[src/rtl/riscv_pkg.sv]
// Shared pipeline definitions: load/store funct3 encodings and the MEM-stage FSM states.
package riscv_pkg;

   localparam logic [2:0] F3_B  = 3'b000;
   localparam logic [2:0] F3_H  = 3'b001;
   localparam logic [2:0] F3_W  = 3'b010;
   localparam logic [2:0] F3_BU = 3'b100;
   localparam logic [2:0] F3_HU = 3'b101;

   typedef enum logic [2:0] {IDLE, REQ, WAIT, DRAIN, DONE} mem_fsm_t;

   function automatic logic is_misaligned(input logic [2:0] funct3, input logic [1:0] off);
      logic mis;
      mis = 1'b0;
      case (funct3)
         F3_H, F3_HU: mis = off[0];
         F3_W:        mis = (off != 2'b00);
         default:     mis = 1'b0;
      endcase
      return mis;
   endfunction

endpackage

[src/rtl/mem_access_unit_if.sv]
// Request/grant/response data-memory bus between the MEM stage and the data memory.
interface mem_access_unit_if #(parameter int unsigned ADDR_W = 32);

   logic              dmem_req_o;
   logic              dmem_we_o;
   logic [3:0]        dmem_be_o;
   logic [ADDR_W-1:0] dmem_addr_o;
   logic [31:0]       dmem_wdata_o;
   logic              dmem_gnt_i;
   logic              dmem_rvalid_i;
   logic [31:0]       dmem_rdata_i;

   modport master (
      output dmem_req_o, dmem_we_o, dmem_be_o, dmem_addr_o, dmem_wdata_o,
      input  dmem_gnt_i, dmem_rvalid_i, dmem_rdata_i
   );

   modport slave (
      input  dmem_req_o, dmem_we_o, dmem_be_o, dmem_addr_o, dmem_wdata_o,
      output dmem_gnt_i, dmem_rvalid_i, dmem_rdata_i
   );

endinterface

[src/rtl/load_store_align.sv]
// Byte-enable generation, store lane replication and load extraction/extension.
module load_store_align
   import riscv_pkg::*;
(
   input  logic [2:0]  funct3,
   input  logic [1:0]  addr_lo,
   input  logic [31:0] wdata,
   input  logic [31:0] rdata,
   output logic [3:0]  be,
   output logic [31:0] wdata_lane,
   output logic [31:0] rdata_fmt
);

   logic [1:0]  off;
   logic [31:0] shifted;

   always_comb begin
      off        = '0;
      be         = '1;
      wdata_lane = wdata;
      rdata_fmt  = '0;
      // Offset is forced to natural alignment so halfword/word lanes never straddle.
      case (funct3)
         F3_B, F3_BU: begin
            off        = addr_lo;
            be         = 4'b0001 << off;
            wdata_lane = {4{wdata[7:0]}};
         end
         F3_H, F3_HU: begin
            off        = {addr_lo[1], 1'b0};
            be         = 4'b0011 << off;
            wdata_lane = {2{wdata[15:0]}};
         end
         default: ;
      endcase
      shifted = rdata >> {off, 3'b000};
      case (funct3)
         F3_B:    rdata_fmt = {{24{shifted[7]}}, shifted[7:0]};
         F3_BU:   rdata_fmt = {24'b0, shifted[7:0]};
         F3_H:    rdata_fmt = {{16{shifted[15]}}, shifted[15:0]};
         F3_HU:   rdata_fmt = {16'b0, shifted[15:0]};
         default: rdata_fmt = shifted;
      endcase
   end

endmodule

[src/rtl/mem_access_unit.sv]
// MEM-stage load/store unit: one outstanding bus transaction, stalls the pipeline until it completes.
// Optional misaligned-access trap: define MEM_ACCESS_MISALIGN_TRAP_EN.
module mem_access_unit
   import riscv_pkg::*;
#(
   parameter int unsigned ADDR_W = 32
) (
   input  logic              clk,
   input  logic              rst,
   input  logic              flush_i,
   input  logic              mem_valid_i,
   input  logic              mem_read_i,
   input  logic              mem_write_i,
   input  logic [2:0]        mem_funct3_i,
   input  logic [ADDR_W-1:0] mem_addr_i,
   input  logic [31:0]       mem_wdata_i,
   mem_access_unit_if.master bus,
   output logic [31:0]       mem_rdata_o,
   output logic              stall_o,
   output logic              misalign_o
);

   mem_fsm_t    state, state_nxt;
   logic        access, misal, req;
   logic [3:0]  be;
   logic [31:0] wdata_lane, rdata_fmt;

   // rst gates access so every output is quiet while reset is held.
   assign access = mem_valid_i & (mem_read_i | mem_write_i) & ~rst;

   load_store_align u_align (
      .funct3     (mem_funct3_i),
      .addr_lo    (mem_addr_i[1:0]),
      .wdata      (mem_wdata_i),
      .rdata      (bus.dmem_rdata_i),
      .be         (be),
      .wdata_lane (wdata_lane),
      .rdata_fmt  (rdata_fmt)
   );

   always_ff @(posedge clk or posedge rst) begin
      if (rst) state <= IDLE;
      else     state <= state_nxt;
   end

   always_comb begin
      state_nxt = state;
      req       = 1'b0;
      stall_o   = 1'b0;
      case (state)
         IDLE: if (access && !flush_i && !misal) begin
            req       = 1'b1;
            stall_o   = 1'b1;
            state_nxt = bus.dmem_gnt_i ? WAIT : REQ;
         end
         REQ: begin
            req     = 1'b1;
            stall_o = 1'b1;
            if (bus.dmem_gnt_i) state_nxt = flush_i ? DRAIN : WAIT;
            else if (flush_i)   state_nxt = IDLE;
         end
         WAIT: begin
            stall_o = 1'b1;
            if (bus.dmem_rvalid_i) state_nxt = flush_i ? IDLE : DONE;
            else if (flush_i)      state_nxt = DRAIN;
         end
         DRAIN: begin
            stall_o = 1'b1;
            if (bus.dmem_rvalid_i) state_nxt = IDLE;
         end
         DONE:    state_nxt = IDLE;
         default: state_nxt = IDLE;
      endcase
   end

   assign bus.dmem_req_o   = req;
   assign bus.dmem_we_o    = req & mem_write_i;
   assign bus.dmem_be_o    = req ? be : '0;
   assign bus.dmem_addr_o  = req ? {mem_addr_i[ADDR_W-1:2], 2'b00} : '0;
   assign bus.dmem_wdata_o = (req && mem_write_i) ? wdata_lane : '0;

   always_ff @(posedge clk or posedge rst) begin
      if (rst)
         mem_rdata_o <= '0;
      else if (state == WAIT && bus.dmem_rvalid_i && !flush_i && mem_read_i)
         mem_rdata_o <= rdata_fmt;
   end

`ifdef MEM_ACCESS_MISALIGN_TRAP_EN
   logic misalign_q;

   assign misal = is_misaligned(mem_funct3_i, mem_addr_i[1:0]);

   always_ff @(posedge clk or posedge rst) begin
      if (rst) misalign_q <= 1'b0;
      else     misalign_q <= (state == IDLE) && access && !flush_i && misal;
   end

   assign misalign_o = misalign_q;
`else
   assign misal      = 1'b0;
   assign misalign_o = 1'b0;
`endif

endmodule
[src/flat_wrapper.sv]
// flat-port wrapper written by rule: the top's interface ports become plain ports
module mem_access_unit_flat import riscv_pkg::*;
#(
   parameter int unsigned ADDR_W = 32
)
  (clk, rst, flush_i, mem_valid_i, mem_read_i, mem_write_i, mem_funct3_i, mem_addr_i, mem_wdata_i, mem_rdata_o, stall_o, misalign_o, bus_dmem_req_o, bus_dmem_we_o, bus_dmem_be_o, bus_dmem_addr_o, bus_dmem_wdata_o, bus_dmem_gnt_i, bus_dmem_rvalid_i, bus_dmem_rdata_i);
  mem_access_unit_if #(.ADDR_W(ADDR_W)) bus_i ();
  input  logic clk;
  input  logic rst;
  input  logic flush_i;
  input  logic mem_valid_i;
  input  logic mem_read_i;
  input  logic mem_write_i;
  input  logic [2:0] mem_funct3_i;
  input  logic [ADDR_W-1:0] mem_addr_i;
  input  logic [31:0] mem_wdata_i;
  output logic [31:0] mem_rdata_o;
  output logic stall_o;
  output logic misalign_o;
  output wire logic [$bits(bus_i.dmem_req_o)-1:0] bus_dmem_req_o;
  output wire logic [$bits(bus_i.dmem_we_o)-1:0] bus_dmem_we_o;
  output wire logic [$bits(bus_i.dmem_be_o)-1:0] bus_dmem_be_o;
  output wire logic [$bits(bus_i.dmem_addr_o)-1:0] bus_dmem_addr_o;
  output wire logic [$bits(bus_i.dmem_wdata_o)-1:0] bus_dmem_wdata_o;
  input wire logic [$bits(bus_i.dmem_gnt_i)-1:0] bus_dmem_gnt_i;
  input wire logic [$bits(bus_i.dmem_rvalid_i)-1:0] bus_dmem_rvalid_i;
  input wire logic [$bits(bus_i.dmem_rdata_i)-1:0] bus_dmem_rdata_i;
  assign bus_dmem_req_o = bus_i.dmem_req_o;
  assign bus_dmem_we_o = bus_i.dmem_we_o;
  assign bus_dmem_be_o = bus_i.dmem_be_o;
  assign bus_dmem_addr_o = bus_i.dmem_addr_o;
  assign bus_dmem_wdata_o = bus_i.dmem_wdata_o;
  assign bus_i.dmem_gnt_i = bus_dmem_gnt_i;
  assign bus_i.dmem_rvalid_i = bus_dmem_rvalid_i;
  assign bus_i.dmem_rdata_i = bus_dmem_rdata_i;
  mem_access_unit #(.ADDR_W(ADDR_W)) u_core (.clk(clk), .rst(rst), .flush_i(flush_i), .mem_valid_i(mem_valid_i), .mem_read_i(mem_read_i), .mem_write_i(mem_write_i), .mem_funct3_i(mem_funct3_i), .mem_addr_i(mem_addr_i), .mem_wdata_i(mem_wdata_i), .bus(bus_i), .mem_rdata_o(mem_rdata_o), .stall_o(stall_o), .misalign_o(misalign_o));
endmodule
[config.mk]
export PLATFORM = sky130hd
export DESIGN_NAME = mem_access_unit_flat
export DESIGN_NICKNAME = d
export VERILOG_FILES = /design/src/rtl/riscv_pkg.sv /design/src/rtl/mem_access_unit_if.sv /design/src/rtl/load_store_align.sv /design/src/rtl/mem_access_unit.sv /design/src/flat_wrapper.sv
export SDC_FILE = /design/constraint.sdc
export NUM_CORES = 1
export LEC_CHECK = 0
export BUFFER_PORTS_ARGS = -buffer_cell sky130_fd_sc_hd__buf_4
export CORE_AREA = 2 2 92 94
export DETAILED_ROUTE_END_ITERATION = 8
export DIE_AREA = 0 0 94 96
export HOLD_SLACK_MARGIN = 0.1
export PLACE_DENSITY_LB_ADDON = 0.3
export SLEW_MARGIN = 15
export SYNTH_ARGS = -nofsm -noshare
export SYNTH_HDL_FRONTEND = slang
export SYNTH_SLANG_ARGS = --single-unit
export TNS_END_PERCENT = 30
[constraint.sdc]
create_clock -name clk -period 4 [get_ports clk]
set_input_delay 0.4 -clock clk [delete_from_list [all_inputs] [get_ports clk]]
set_output_delay 0.4 -clock clk [all_outputs]
set_load 0.1 [all_outputs]
# After elaboration in Yosys (flattened, before gate mapping)
# Index checks and enable logic that the tools add are counted.
[totals]
ff_bits = 35
latchBits = 0
mem_bits_rw = 0
romBits = 0
in_bits = 107
output_inout_bits = 104
memories = 0
[classes]
add_sub_neg = 0
mul = 0
n_div = 0
order_cmp = 0
eq_ne = 10
shifts = 3
mux = 20
n_bitwise = 5
n_reduce_logical = 12
[op_table]
columns = ["op", "count"]
rows = [
  ["case mux 32 bit (4 select lines)", 1],
  ["two-way mux 32 bit", 2],
  ["case mux 32 bit (2 select lines)", 1],
  ["right shift 32 x 5 -> 32 bit", 1],
  ["two-way mux 3 bit", 7],
  ["case mux 3 bit (4 select lines)", 1],
  ["case mux 4 bit (2 select lines)", 1],
  ["equality test 3 x 1 -> 1 bit, second input constant", 2],
  ["equality test 3 x 2 -> 1 bit, second input constant", 2],
  ["equality test 3 bit, second input constant", 2],
  ["logical NOT 3 bit", 2],
  ["!= test 3 bit, second input constant", 2],
  ["logical AND 1 bit", 5],
  ["two-way mux 4 bit", 1],
  ["case mux 1 bit (2 select lines)", 2],
  ["case mux 2 bit (2 select lines)", 1],
  ["AND reduction 4 bit", 1],
  ["OR reduction 2 bit", 2],
  ["<< shifter 1 x 2 -> 4 bit, first input constant", 1],
  ["<< shifter 2 x 2 -> 4 bit, first input constant", 1],
  ["AND 1 bit", 3],
  ["OR reduction 3 bit", 1],
  ["two-way mux 1 bit", 2],
  ["two-way mux 2 bit", 1],
  ["other kinds (5)", 5],
]

# Longest topological paths before layout
[logic_depth]
ltp_word = 8
depth_mapped = 7

# Modules after synthesis
# A second synthesis with hierarchy kept.
[unflattened]
cells_unflattened = 321
hier_area_um2 = 3483.3
[by_module_without_submodules]
columns = ["module", "instances", "cells_per_inst", "area_per_inst_um2", "seq_area_each_um2"]
rows = [
  ["mem_access_unit", 1, 177, 2157.1, 875.8],
  ["load_store_align", 1, 144, 1326.3, 0.0],
]

# Worst setup path after synthesis
# OpenSTA, ideal clock, no wires.
[synth_path]
path_type = "in2out"
from = "in rst"
to = "out bus_dmem_be_o[1]"
t_arrival_ns = 3.917
required_time_ns = 3.600
path_slack_ns = -0.317
path_stages = 4
path_buffers = 0
cell_sequence = "inv_1 -> a41oi_4 -> or3_4 -> nor3_1"
[synth_via]
elab_chain_cells = 6
[synth_lines]
columns = ["element", "line_no", "source"]
rows = [
  ["from (decl)", "flat_wrapper.sv:9", "input logic rst;"],
  ["NOT 1 bit", "mem_access_unit.sv:29", "assign access = mem_valid_i & (mem_read_i | mem_write_i) & ~rst;"],
  ["AND 1 bit", "mem_access_unit.sv:29", ""],
  ["logical AND 1 bit", "mem_access_unit.sv:51", "IDLE: if (access && !flush_i && !misal) begin"],
  ["two-way mux 1 bit", "mem_access_unit.sv:51", ""],
  ["case mux 1 bit (2 select lines)", "mem_access_unit.sv:50", "case (state)"],
  ["two-way mux 4 bit", "mem_access_unit.sv:78", "assign bus.dmem_be_o = req ? be : '0;"],
  ["to (decl)", "flat_wrapper.sv:22", "output wire logic [$bits(bus_i.dmem_be_o)-1:0] bus_dmem_be_o;"],
]
# Every way passes these cells.

# Final worst setup path
[layout_path]
from = "in mem_write_i"
to = "out bus_dmem_addr_o[16]"
[layout_via]
elab_chain_cells = 7
[layout_lines]
columns = ["element", "line_no", "source"]
rows = [
  ["from (decl)", "flat_wrapper.sv:13", "input logic mem_write_i;"],
  ["OR 1 bit", "mem_access_unit.sv:29", ""],
  ["AND 1 bit (2 in a row)", "mem_access_unit.sv:29", ""],
  ["logical AND 1 bit", "mem_access_unit.sv:51", ""],
  ["two-way mux 1 bit", "mem_access_unit.sv:51", ""],
  ["case mux 1 bit (2 select lines)", "mem_access_unit.sv:50", ""],
  ["two-way mux 32 bit", "mem_access_unit.sv:79", "assign bus.dmem_addr_o = req ? {mem_addr_i[ADDR_W-1:2], 2'b00} : '0;"],
  ["to (decl)", "flat_wrapper.sv:23", "output wire logic [$bits(bus_i.dmem_addr_o)-1:0] bus_dmem_addr_o;"],
]
# Every way passes these cells.

==> results.py <==
metrics = {
    "layout": {
        "fill_cells": 752,
        "finalNonFillerCells": 621,
        "drive_gt1_frac": 0.484,
        "nNetsFinal": 622,
        "syn2layout_area_growth_pct": 60.7,
        "n_antenna_cell": 0,
    },
    "clock_tree": {
        "cts_setup_buffers": 0,
        "numCtsBuffers": 5,
        "ctsLongestPathBuffers": 2,
        "cts_tree": "done",
        "ctsHtreeMaxLevel": 2,
        "cts_resized": 0,
        "cts.sinks": 35,
        "clk_latency_ns": 0.29,
        "hold_buffers": 0,
        "clk_pin_slew_ns": 0.07,
        "root_buffer": "clkbuf_8",
    },
    "floorplan": {
        "die_width_um": 94,
        "dieArea_sq_um": 9020,
        "core-area_sq_um": 8050,
        "fp.dieH_um": 96,
        "row_count": 33,
        "initial_core_util": 0.340,
        "ios": 211,
    },
    "sta": {
        "grt_setup_unrepaired": "no",
        "setup_tns_ns": 0,
        "maxSlewViolCount": 0,
        "setup_viol": 0,
        "finClkSkew_ns": 0.00437,
        "hold_violations": 0,
        "finalCritPeriodShare": 0.704,
        "timing.fmax_mhz": 355,
        "maxSlewHeadroom": 0.322,
        "period_needed_ns": 2.82,
        "tightest_slew_ns": 1.02,
    },
    "critical_path": {
        "crit_arrival_ns": 2.42,
        "worst-path-stages": 7,
        "reg2reg_depth": 5,
        "critical_path_required_ns": 3.60,
        "critPathCaptureType": "primary output",
        "worstPathCellList": "buf_4 > or2_4 > a41oi_4 > or3_4 > inv_1 > and2_1 > buf_4",
        "cpLargestDelayFamily": "buffers and inverters",
        "rrSetupSlack_ns": 1.68,
        "critPathSlowestCell": "inv_1",
        "path_max_fanout": 39,
        "worst_path_most_repeated_cell": "buf_4",
        "crit_buf_inv": 3,
        "path_class": "input pin to primary output",
        "crit_path_max_incr_delay_ns": 0.62,
        "startpoint_type": "input pin",
    },
    "synth": {
        "postSynthCellCount": 325,
        "synthSimpleGateAreaFrac": 0.301,
        "synth-edff-count": 0,
        "synth_fa_ha_area_frac": 0,
        "ys_warn_count": 0,
        "ys_ff_latch": 35,
        "yosysMostFrequentCell": "nor2_1",
        "synth.distinct_cells": 44,
        "synthTopCellsByCount": "nor2_1 (45), nand2_1 (44), dfrtp_1 (35)",
        "synth_top_family_by_area": "simple AND/OR/NAND/NOR gates",
        "synth.area.top_cells": "dfrtp_1 (32%), and2_1 (7.1%), nor2_1 (6.2%)",
        "synth.yosys.seq_area_share": 0.319,
        "synth-compound-area-share": 0.138,
        "muxShareOfSynthArea": 0.173,
        "synthFlopType": "dfrtp_1",
        "async_flop_share": 1.00,
        "synthXorXnorAreaFrac": 0,
        "synth_top_area_cell": "dfrtp_1",
        "synth_top_area_frac": 0.319,
        "synth_area_sq_um": 2740,
        "syn_area_per_cell_sq_um": 8.44,
    },
    "placement": {
        "place_congestion": 0.888,
        "dpl.hpwl_mm": 8.65,
        "io_buffers": 207,
        "dp_cells": 613,
    },
    "route": {
        "vias": 3183,
        "drcViolationCount": 0,
        "drt-pass1-iter-count": 5,
        "wl_per_cell_um": 17.3,
        "drt_iter0_drc": 148,
        "via_per_inst": 5.13,
        "postRouteAntennaNets": 0,
        "finalWirelength_mm": 10.7,
    },
    "global_routing": {
        "met2_usage": 0.436,
        "antenna_found_initial": 0,
        "track_usage": 0.234,
        "met1_usage": 0.265,
        "top_usage_layer": "met2",
        "grt_pass1_wl_mm": 16.2,
        "grt_max_degree": 51,
        "grt_overflow": 0,
        "use_met3": 0.0611,
        "grt_pass1_vias": 3141,
    },
    "outcome": {
        "outcome": "finished clean",
    },
    "pwr": {
        "powerDensity_nw_per_um2": 926,
        "p_leak_uw": 0.00225,
        "ir_worst_vdd_mv": 0.555,
    },
    "hold_path": {
        "hold_path.class": "input pin to register",
        "holdPathStages": 2,
    },
    "flow_run": {
        "drv_cap": 0,
    },
}
flip-flops by register name, indices dropped and copies added (netlist names):
| name | cells |
|---|---|
| u_core.state | 3 |
| u_core.mem_rdata_o | 32 |
metrics by stage:
stage | setup WS [ns] | util | hold WS [ns] | cell area, sq um | total power, uW
detailed placement | 1.18 | 0.533 | 0.488 | 4290 | 3770
global route | 1.02 | 0.547 | 0.356 | 4410 | 4210
finish | 1.18 | 0.547 | 0.346 | 4410 | 4080
global placement | 1.24 | 0.533 | 0.482 | 4290 | 3750
CTS | 1.18 | 0.547 | 0.343 | 4410 | 4100
floorplan | -0.317 | - | 0.491 | 2750 | 3120
area by class of cell:
type,count,area [sq um],area share
clock buffers,5,68.8,0.0156
clock inverters,3,43.8,0.00994
inverters,7,26.3,0.00596
multi-input cells,257,1690,0.384
flip-flops and latches,35,876,0.199
well taps,105,131,0.0298
repair buffers,209,1570,0.356
cells by family after synthesis:
| family | count (synthesis) |
|---|---|
| simple gates | 164 |
| flops | 35 |
| mux | 37 |
| compound gates | 53 |
| other cells | 1 |
| buf+inv | 35 |
worst reg2reg max path, stage by stage (launching register included):
cell and delay [ns]:
dfrtp_1 0.45, nor4b_2 0.35, and3_1 0.88, buf_4 0.30, nand3b_1 0.08, o211ai_1 0.17
where the power goes:
group	internal, uW	switching, uW	leakage, uW
sequential	518	108	0.000439
clock	186	138	0.0000581
combinational	625	2510	0.00175
total	1330	2750	0.00225
layer usage:
metal	wire, um	up-vias
met4	140	0
met5	0	-
li1	-	1505
met2	5680	179
met3	1040	12
met1	3900	1487
cells in the final DEF, fill, tap and decap left out, drive strengths merged, types with 3 or more instances in the layout:
cell    instances
a21oi          20
a31oi          17
and2           32
and3            9
buf           209
clkbuf          5
conb            3
dfrtp          35
inv             7
mux2           14
mux2i          16
mux4            7
nand2          44
nand2b          3
nand3          10
nor2           47
nor3            4
o21ai           3
o311ai          7
or3             3
path summary, 6_finish.rpt:
check | from | end
min in group asynchronous | rst | u_core.mem_rdata_o[31]
worst max-delay path | mem_write_i | bus_dmem_addr_o[16]
worst max register to register | u_core.state[2] | u_core.mem_rdata_o[15]
worst min register to register | u_core.mem_rdata_o[7] | u_core.mem_rdata_o[7]
worst min-delay path | bus_dmem_rvalid_i | u_core.state[2]
max in group asynchronous | rst | u_core.mem_rdata_o[15]
(Power assumes the default switching activity.)
